**config.mk**
```make
export PLATFORM = sky130hd
export DESIGN_NAME = comp_result_debounce_flat
export DESIGN_NICKNAME = d
export VERILOG_FILES = /design/src/rtl/comp_result_debounce_if.sv /design/src/rtl/comp_result_debounce.sv /design/src/flat_wrapper.sv
export SDC_FILE = /design/constraint.sdc
export NUM_CORES = 1
export LEC_CHECK = 0
export BUFFER_PORTS_ARGS = -buffer_cell sky130_fd_sc_hd__buf_4
export CORE_UTILIZATION = 50
export CTS_CLUSTER_DIAMETER = 200
export DETAILED_ROUTE_END_ITERATION = 6
export GPL_ROUTABILITY_DRIVEN = 0
export PLACE_DENSITY = 0.82
export SYNTH_ARGS = -nofsm -noshare
export SYNTH_HDL_FRONTEND = slang
export SYNTH_SLANG_ARGS = --single-unit
```
**constraint.sdc**
```tcl
create_clock -name clk -period 6.5 [get_ports clk]
set_input_delay 1.3 -clock clk [delete_from_list [all_inputs] [get_ports clk]]
set_output_delay 1.3 -clock clk [all_outputs]
set_load 0.02 [all_outputs]
```
**src/rtl/comp_result_debounce_if.sv**
```systemverilog
// Sample/flag bundle between the comparator stage and the debounce block.
// The master drives samples and counter clear; the slave returns state, pulses and counts.
interface comp_result_debounce_if #(
    parameter int CNT_W = 8
);
    logic             valid_in;
    logic             lt;
    logic             eq;
    logic             gt;
    logic             clr_cnt;
    logic [1:0]       state_out;
    logic             change;
    logic             err;
    logic [CNT_W-1:0] lt_cnt;
    logic [CNT_W-1:0] eq_cnt;
    logic [CNT_W-1:0] gt_cnt;

    modport master (
        output valid_in, lt, eq, gt, clr_cnt,
        input  state_out, change, err, lt_cnt, eq_cnt, gt_cnt
    );

    modport slave (
        input  valid_in, lt, eq, gt, clr_cnt,
        output state_out, change, err, lt_cnt, eq_cnt, gt_cnt
    );
endinterface

```
**src/rtl/comp_result_debounce.sv**
```systemverilog
// Debounces lt/eq/gt comparator flags into a committed state, pulses on every commit,
// flags malformed samples and keeps saturating per-result event counters.
module comp_result_debounce #(
    parameter int DEBOUNCE = 3,
    parameter int CNT_W    = 8
) (
    input  logic                   clk,
    input  logic                   rst,
    comp_result_debounce_if.slave  bus
);
    typedef enum logic [1:0] {
        ST_IDLE = 2'b00,
        ST_LT   = 2'b01,
        ST_EQ   = 2'b10,
        ST_GT   = 2'b11
    } cmp_e;

    localparam logic [3:0] DEB = 4'(DEBOUNCE);

    cmp_e             state_q, state_d;
    cmp_e             cand_q, cand_d;
    logic [3:0]       run_q, run_d;
    logic             change_q, change_d;
    logic             err_q, err_d;
    logic [CNT_W-1:0] lt_cnt_q, lt_cnt_d;
    logic [CNT_W-1:0] eq_cnt_q, eq_cnt_d;
    logic [CNT_W-1:0] gt_cnt_q, gt_cnt_d;

    cmp_e             code;
    logic             well_formed;
    logic [3:0]       run_next;

    function automatic logic [CNT_W-1:0] sat_inc(input logic [CNT_W-1:0] v);
        return (&v) ? v : v + CNT_W'(1);
    endfunction

    always_comb begin
        well_formed = 1'b1;
        code        = ST_IDLE;
        unique case ({bus.lt, bus.eq, bus.gt})
            3'b100:  code = ST_LT;
            3'b010:  code = ST_EQ;
            3'b001:  code = ST_GT;
            default: well_formed = 1'b0;
        endcase
    end

    always_comb begin
        state_d  = state_q;
        cand_d   = cand_q;
        run_d    = run_q;
        run_next = 4'd0;
        change_d = 1'b0;
        err_d    = 1'b0;
        lt_cnt_d = lt_cnt_q;
        eq_cnt_d = eq_cnt_q;
        gt_cnt_d = gt_cnt_q;

        if (bus.valid_in) begin
            if (!well_formed) begin
                err_d  = 1'b1;
                run_d  = 4'd0;
                cand_d = ST_IDLE;
            end else begin
                unique case (code)
                    ST_LT:   lt_cnt_d = sat_inc(lt_cnt_q);
                    ST_EQ:   eq_cnt_d = sat_inc(eq_cnt_q);
                    default: gt_cnt_d = sat_inc(gt_cnt_q);
                endcase

                // A sample matching the committed state abandons any pending run.
                if (code == state_q) begin
                    cand_d = ST_IDLE;
                    run_d  = 4'd0;
                end else begin
                    run_next = (code == cand_q) ? run_q + 4'd1 : 4'd1;
                    if (run_next == DEB) begin
                        state_d  = code;
                        change_d = 1'b1;
                        run_d    = 4'd0;
                        cand_d   = ST_IDLE;
                    end else begin
                        run_d  = run_next;
                        cand_d = code;
                    end
                end
            end
        end

        // Clear wins over a same-cycle increment, so that sample is not counted.
        if (bus.clr_cnt) begin
            lt_cnt_d = '0;
            eq_cnt_d = '0;
            gt_cnt_d = '0;
        end
    end

    always_ff @(posedge clk) begin
        if (rst) begin
            state_q  <= ST_IDLE;
            cand_q   <= ST_IDLE;
            run_q    <= 4'd0;
            change_q <= 1'b0;
            err_q    <= 1'b0;
            lt_cnt_q <= '0;
            eq_cnt_q <= '0;
            gt_cnt_q <= '0;
        end else begin
            state_q  <= state_d;
            cand_q   <= cand_d;
            run_q    <= run_d;
            change_q <= change_d;
            err_q    <= err_d;
            lt_cnt_q <= lt_cnt_d;
            eq_cnt_q <= eq_cnt_d;
            gt_cnt_q <= gt_cnt_d;
        end
    end

    assign bus.state_out = state_q;
    assign bus.change    = change_q;
    assign bus.err       = err_q;
    assign bus.lt_cnt    = lt_cnt_q;
    assign bus.eq_cnt    = eq_cnt_q;
    assign bus.gt_cnt    = gt_cnt_q;
endmodule

```
**src/flat_wrapper.sv**
```systemverilog
// flat-port wrapper written by rule: the top's interface ports become plain ports
module comp_result_debounce_flat 
#(
    parameter int DEBOUNCE = 3,
    parameter int CNT_W    = 8
)
  (clk, rst, bus_valid_in, bus_lt, bus_eq, bus_gt, bus_clr_cnt, bus_state_out, bus_change, bus_err, bus_lt_cnt, bus_eq_cnt, bus_gt_cnt);
  comp_result_debounce_if #(.CNT_W(CNT_W)) bus_i ();
  input  logic clk;
  input  logic rst;
  input wire logic [$bits(bus_i.valid_in)-1:0] bus_valid_in;
  input wire logic [$bits(bus_i.lt)-1:0] bus_lt;
  input wire logic [$bits(bus_i.eq)-1:0] bus_eq;
  input wire logic [$bits(bus_i.gt)-1:0] bus_gt;
  input wire logic [$bits(bus_i.clr_cnt)-1:0] bus_clr_cnt;
  output wire logic [$bits(bus_i.state_out)-1:0] bus_state_out;
  output wire logic [$bits(bus_i.change)-1:0] bus_change;
  output wire logic [$bits(bus_i.err)-1:0] bus_err;
  output wire logic [$bits(bus_i.lt_cnt)-1:0] bus_lt_cnt;
  output wire logic [$bits(bus_i.eq_cnt)-1:0] bus_eq_cnt;
  output wire logic [$bits(bus_i.gt_cnt)-1:0] bus_gt_cnt;
  assign bus_i.valid_in = bus_valid_in;
  assign bus_i.lt = bus_lt;
  assign bus_i.eq = bus_eq;
  assign bus_i.gt = bus_gt;
  assign bus_i.clr_cnt = bus_clr_cnt;
  assign bus_state_out = bus_i.state_out;
  assign bus_change = bus_i.change;
  assign bus_err = bus_i.err;
  assign bus_lt_cnt = bus_i.lt_cnt;
  assign bus_eq_cnt = bus_i.eq_cnt;
  assign bus_gt_cnt = bus_i.gt_cnt;
  comp_result_debounce #(.DEBOUNCE(DEBOUNCE), .CNT_W(CNT_W)) u_core (.clk(clk), .rst(rst), .bus(bus_i));
endmodule
```
# --- Yosys cells after proc, flatten, opt, wreduce, memory -nomap -nowiden ---
# Index checks and enable logic that the tools add are counted.
classes:
  eq_ne: 8
  addsub: 4
  n_bitwise: 7
  n_mux: 11
  reduce_logical: 12
op_table:
  columns: ["op", "n"]
  rows:
  - ["8-bit by 1-bit adder with 8-bit output, second input constant", 3]
  - ["8-bit AND reduction", 3]
  - ["4-bit two-way mux", 4]
  - ["4-bit AND reduction", 4]
  - ["1-bit inverter", 7]
  - ["2-bit two-way mux", 3]
  - ["2-bit one-hot mux with 3 select lines", 1]
  - ["2-bit OR reduction", 3]
  - ["4-bit by 1-bit adder with 4-bit output, second input constant", 1]
  - ["2-bit equality test", 2]
  - ["4-bit by 2-bit equality test with 1-bit output, second input constant", 1]
  - ["4-bit OR reduction", 1]
  - ["3-bit by 1-bit equality test with 1-bit output, second input constant", 1]
  - ["3-bit by 2-bit equality test with 1-bit output, second input constant", 1]
  - ["3-bit equality test, second input constant", 1]
  - ["1-bit two-way mux", 3]
  - ["3-bit OR reduction", 1]
  - ["2-bit by 1-bit equality test with 1-bit output, second input constant", 1]
  - ["2-bit equality test, second input constant", 1]
totals:
  out_inout_bits: 28
  register_bits: 34
  word_cells: 50
  input_bits: 7

# --- Depth between registers and ports, before layout ---
depth:
  depth_word: 8
  ltp_mapped: 10
  ltp_nobuf: 9

# --- Least setup slack after synthesis ---
# No wires, ideal clock.
synth_path:
  path_kind: "input-to-reg"
  start: "input bus_eq"
  end: "register u_core.gt_cnt_q[4] (netlist: u_core.bus.gt_cnt[4])"
  path_slack_ns: 3.374
  t_arrival_ns: 3.066
  path_stages: 9
  path_buffers: 1
  t_required_ns: 6.441
  cell_sequence: "buf_2 -> xnor2_1 -> or2_2 -> ha_1 -> nand2_1 -> a31oi_1 -> nand3_1 -> or4_1 -> nand2_1"
synth_between:
  elab_chain_len: 6
  word_cells_on_any_way: 11
  classes_between: "5 x eq/ne; 2 x mux; 1 x bitwise; 3 x reduce/logical"
synth_lines:
  columns: ["element", "line_no", "text"]
  rows:
  - ["start, declared", "flat_wrapper.sv:13", "input wire logic [$bits(bus_i.eq)-1:0] bus_eq;"]
  - ["3-bit by 1-bit equality test with 1-bit output (tied with other cells)", "comp_result_debounce.sv:40", "unique case ({bus.lt, bus.eq, bus.gt})"]
  - ["2-bit one-hot mux with 3 select lines", "comp_result_debounce.sv:40", null]
  - ["2-bit by 1-bit equality test with 1-bit output or 2-bit equality test (tied branches)", "comp_result_debounce.sv:65", "unique case (code)"]
  - ["2-bit OR reduction (no line)", null, null]
  - ["1-bit inverter (no line)", null, null]
  - ["4-bit AND reduction (no line) *", null, null]
  - ["end signal, assigned", "comp_result_debounce.sv:116", "gt_cnt_q <= gt_cnt_d;"]
  - ["end, declared", "comp_result_debounce.sv:27", "logic [CNT_W-1:0] gt_cnt_q, gt_cnt_d;"]
# Mark *: on every way between the ends. The rest lies on a longest branch, timed or not.
# A chain may end at the register's enable or synchronous reset.

# --- Final worst setup path ---
# Same ends and word-level chain as after synthesis.

==> impl_metrics.json <==
{
  "status": "finished clean",
  "vias_per_cell": 5.80,
  "grt_pass1_wl_um": 6910,
  "num_vias": 1712,
  "cts.sinks": 34,
  "cts_setup_buffers": 0,
  "min_to": "u_core.bus.gt_cnt[5]$_SDFFE_PP0P_",
  "dp.cells": 288,
  "ys_seq_area_frac": 0.362,
  "fin_crit_sh": 0.452,
  "hold_path.class": "flip-flop to flip-flop",
  "die_w_um": 63.3,
  "p_leak_uw": 0.000852,
  "wire_per_inst_um": 13.7,
  "hold_violations": 0,
  "end_kind": "flip-flop",
  "cts_buffer_depth": 2,
  "fin_skew_ns": 0.00825,
  "clk_pin_slew_ns": 0.07,
  "cts_tree": "built",
  "grt_pass1_vias": 1588,
  "drt_iter0_markers": 104,
  "p_per_area_nw_per_um2": 180,
  "cp-startpoint": "bus_eq",
  "rsz0062_at_grt": "false",
  "synthesis.area_um2": 1880,
  "drc_errors": 0,
  "ctsRootBufferMaster": "clkbuf_8",
  "rows": 21,
  "htree_levels": 2,
  "tightestPinTransition_ns": 0.547,
  "grt_start_max_net_pins": 23,
  "ios": 35,
  "r2r_cells": 5,
  "antenna_found_initial": 0,
  "dp_hpwl_um": 2780,
  "ys_ff_latch": 34,
  "drive_above_1_share": 0.197,
  "setup_viol": 0,
  "start_util": 0.542,
  "die_area_um2": 4010,
  "synth.avg_cell_area_um2": 8.66,
  "synth_fp_nets": 230,
  "cts.repair.resized": 0,
  "post_layout_nonfiller_instances": 295,
  "r2r_start": "u_core.cand_q[0]$_SDFFE_PP0P_",
  "crit_arrival_ns": 3.18,
  "cp-start-kind": "input pin",
  "min_from": "u_core.bus.gt_cnt[5]$_SDFFE_PP0P_",
  "areaGrowthSynthToFinish_pct": 18.5,
  "r2r_setup_slack_ns": 4.65,
  "fin_nets": 262,
  "drv_cap": 0,
  "r2r-end": "u_core.run_q[1]$_SDFFE_PP0P_",
  "drt-total-wl_um": 4040,
  "tns_ns": 0,
  "max-vdd-ir-drop_uv": 134,
  "insertion_delay_ns": 0.29,
  "critPathRequiredTime_ns": 6.74,
  "drtAntennaViolNets": 0,
  "core_um2": 3470,
  "whs_path_depth": 2,
  "slew_violations": 0,
  "yosysUniqueCellTypes": 47,
  "post-route-util": 0.642,
  "synth_top_flop_cell": "dfxtp_1",
  "fp.dieH_um": 63.3,
  "grt-ovfl-total": 0,
  "ys_async_sr_fraction": 0,
  "fmax_ghz": 0.341,
  "cts_buffers": 5,
  "grtUsageTotal": 0.215,
  "antenna_cells": 0,
  "dr.pass1.iters": 5,
  "path_max_fanout": 10,
  "yosysWarnings": 0,
  "port_buffers": 34,
  "synthCells": 217,
  "fin_crit_ns": 2.93,
  "holdBufCountCts": 0,
  "relSlewSlack": 0.633,
  "synth_edf_count": 0,
  "crit_type": "input pin to flip-flop"
}
[synth_stat cells, drive strengths merged, types with 5 or more instances]
master / instances / area [um^2]
dfxtp: 34 / 681
nor2: 25 / 93.8
nand2: 15 / 56.3
nand3: 12 / 60.1
nand4: 12 / 111
xor2: 12 / 105
a21oi: 10 / 50.1
o21ai: 7 / 46.3
or4: 7 / 52.6
ha: 6 / 75.1
inv: 6 / 22.5
o31ai: 6 / 50.1
clkbuf: 5 / 18.8
nand2b: 5 / 31.3
or3: 5 / 31.3
[worst max-delay path by stage]
stage	slack, ns	to	cells after the start
after floorplan	3.37	u_core.bus.gt_cnt[4]$_SDFFE_PP0P_	9
after global placement	3.31	u_core.bus.gt_cnt[4]$_SDFFE_PP0P_	9
after detailed placement	3.27	u_core.bus.gt_cnt[4]$_SDFFE_PP0P_	9
after CTS	3.57	u_core.bus.gt_cnt[4]$_SDFFE_PP0P_	9
after global routing	3.42	u_core.bus.gt_cnt[4]$_SDFFE_PP0P_	9
final	3.57	u_core.bus.gt_cnt[4]$_SDFFE_PP0P_	9
[routing by layer]
metal / GRT usage / vias up / wire length [um]
met5: 0 / - / 0
met4: 0.0909 / 0 / 66
met3: 0.0435 / 8 / 159
met2: 0.360 / 35 / 1850
met1: 0.267 / 799 / 1960
li1: - / 870 / -
[worst max-delay path, stage by stage]
cell and delay [ns]:
buf_4 0.14, xnor2_1 0.19, or2_2 0.33, ha_1 0.37
nand2_1 0.07, a31oi_1 0.14, nand3_1 0.14, or4_1 0.42
nand2_1 0.07
[sequential cells by signal, indices dropped and copies added, names as in the netlist]
register              cells
u_core.bus.err            1
u_core.bus.change         1
u_core.bus.eq_cnt         8
u_core.cand_q             2
u_core.bus.lt_cnt         8
u_core.run_q              4
u_core.bus.gt_cnt         8
u_core.bus.state_out      2
[power breakdown]
group	internal, uW	total, uW	switching, uW
combinational	14.2	40.6	26.4
sequential	210	212	1.72
clock	73.7	149	75.3
total	298	401	103
[cell families after synthesis]
kind of cell               count (synthesis)  share of synthesized area
DFF                                       34                      0.362
muxes                                      4                     0.0213
buffers and inverters                     15                     0.0340
and+or+nand+nor                          101                      0.312
AOI/OAI and AO/OA                         42                      0.160
xor gates and xnor gates                  15                     0.0699
adders and majority gates                  6                     0.0399
[metrics by stage]
stage,hold slack (ns),cell area [um^2],power (uW),setup slack [ns]
floorplan,0.464,1880,247,3.37
global placement,0.479,2150,256,3.31
detailed placement,0.488,2150,257,3.27
CTS,0.501,2230,403,3.57
global route,0.527,2230,415,3.42
finish,0.495,2230,401,3.57
[placed cells by master (no fill, tap or decap), types with 3 or more instances in the layout]
master,count
buf_4,34
dfxtp_1,34
nor2_1,25
nand2_1,15
nand3_1,12
xor2_1,12
a21oi_1,10
nand4_1,9
or4_1,7
inv_1,6
ha_1,6
o31ai_1,5
or3_1,5
nand2b_1,5
clkbuf_8,5
and4_1,4
mux2i_1,4
xnor2_1,3
or2_2,3
a31oi_1,3
o21ai_1,3
o21ai_0,3
a21o_1,3
[cell type report]
cell class / count / area [um^2]
fillers: 319 / 1240
multi-input cells: 168 / 1130
flip-flops and latches: 34 / 681
repair buffers: 34 / 255
clock buffers: 7 / 76.3
well taps: 46 / 57.6
inverters: 6 / 22.5
(Power assumes the default switching activity.)
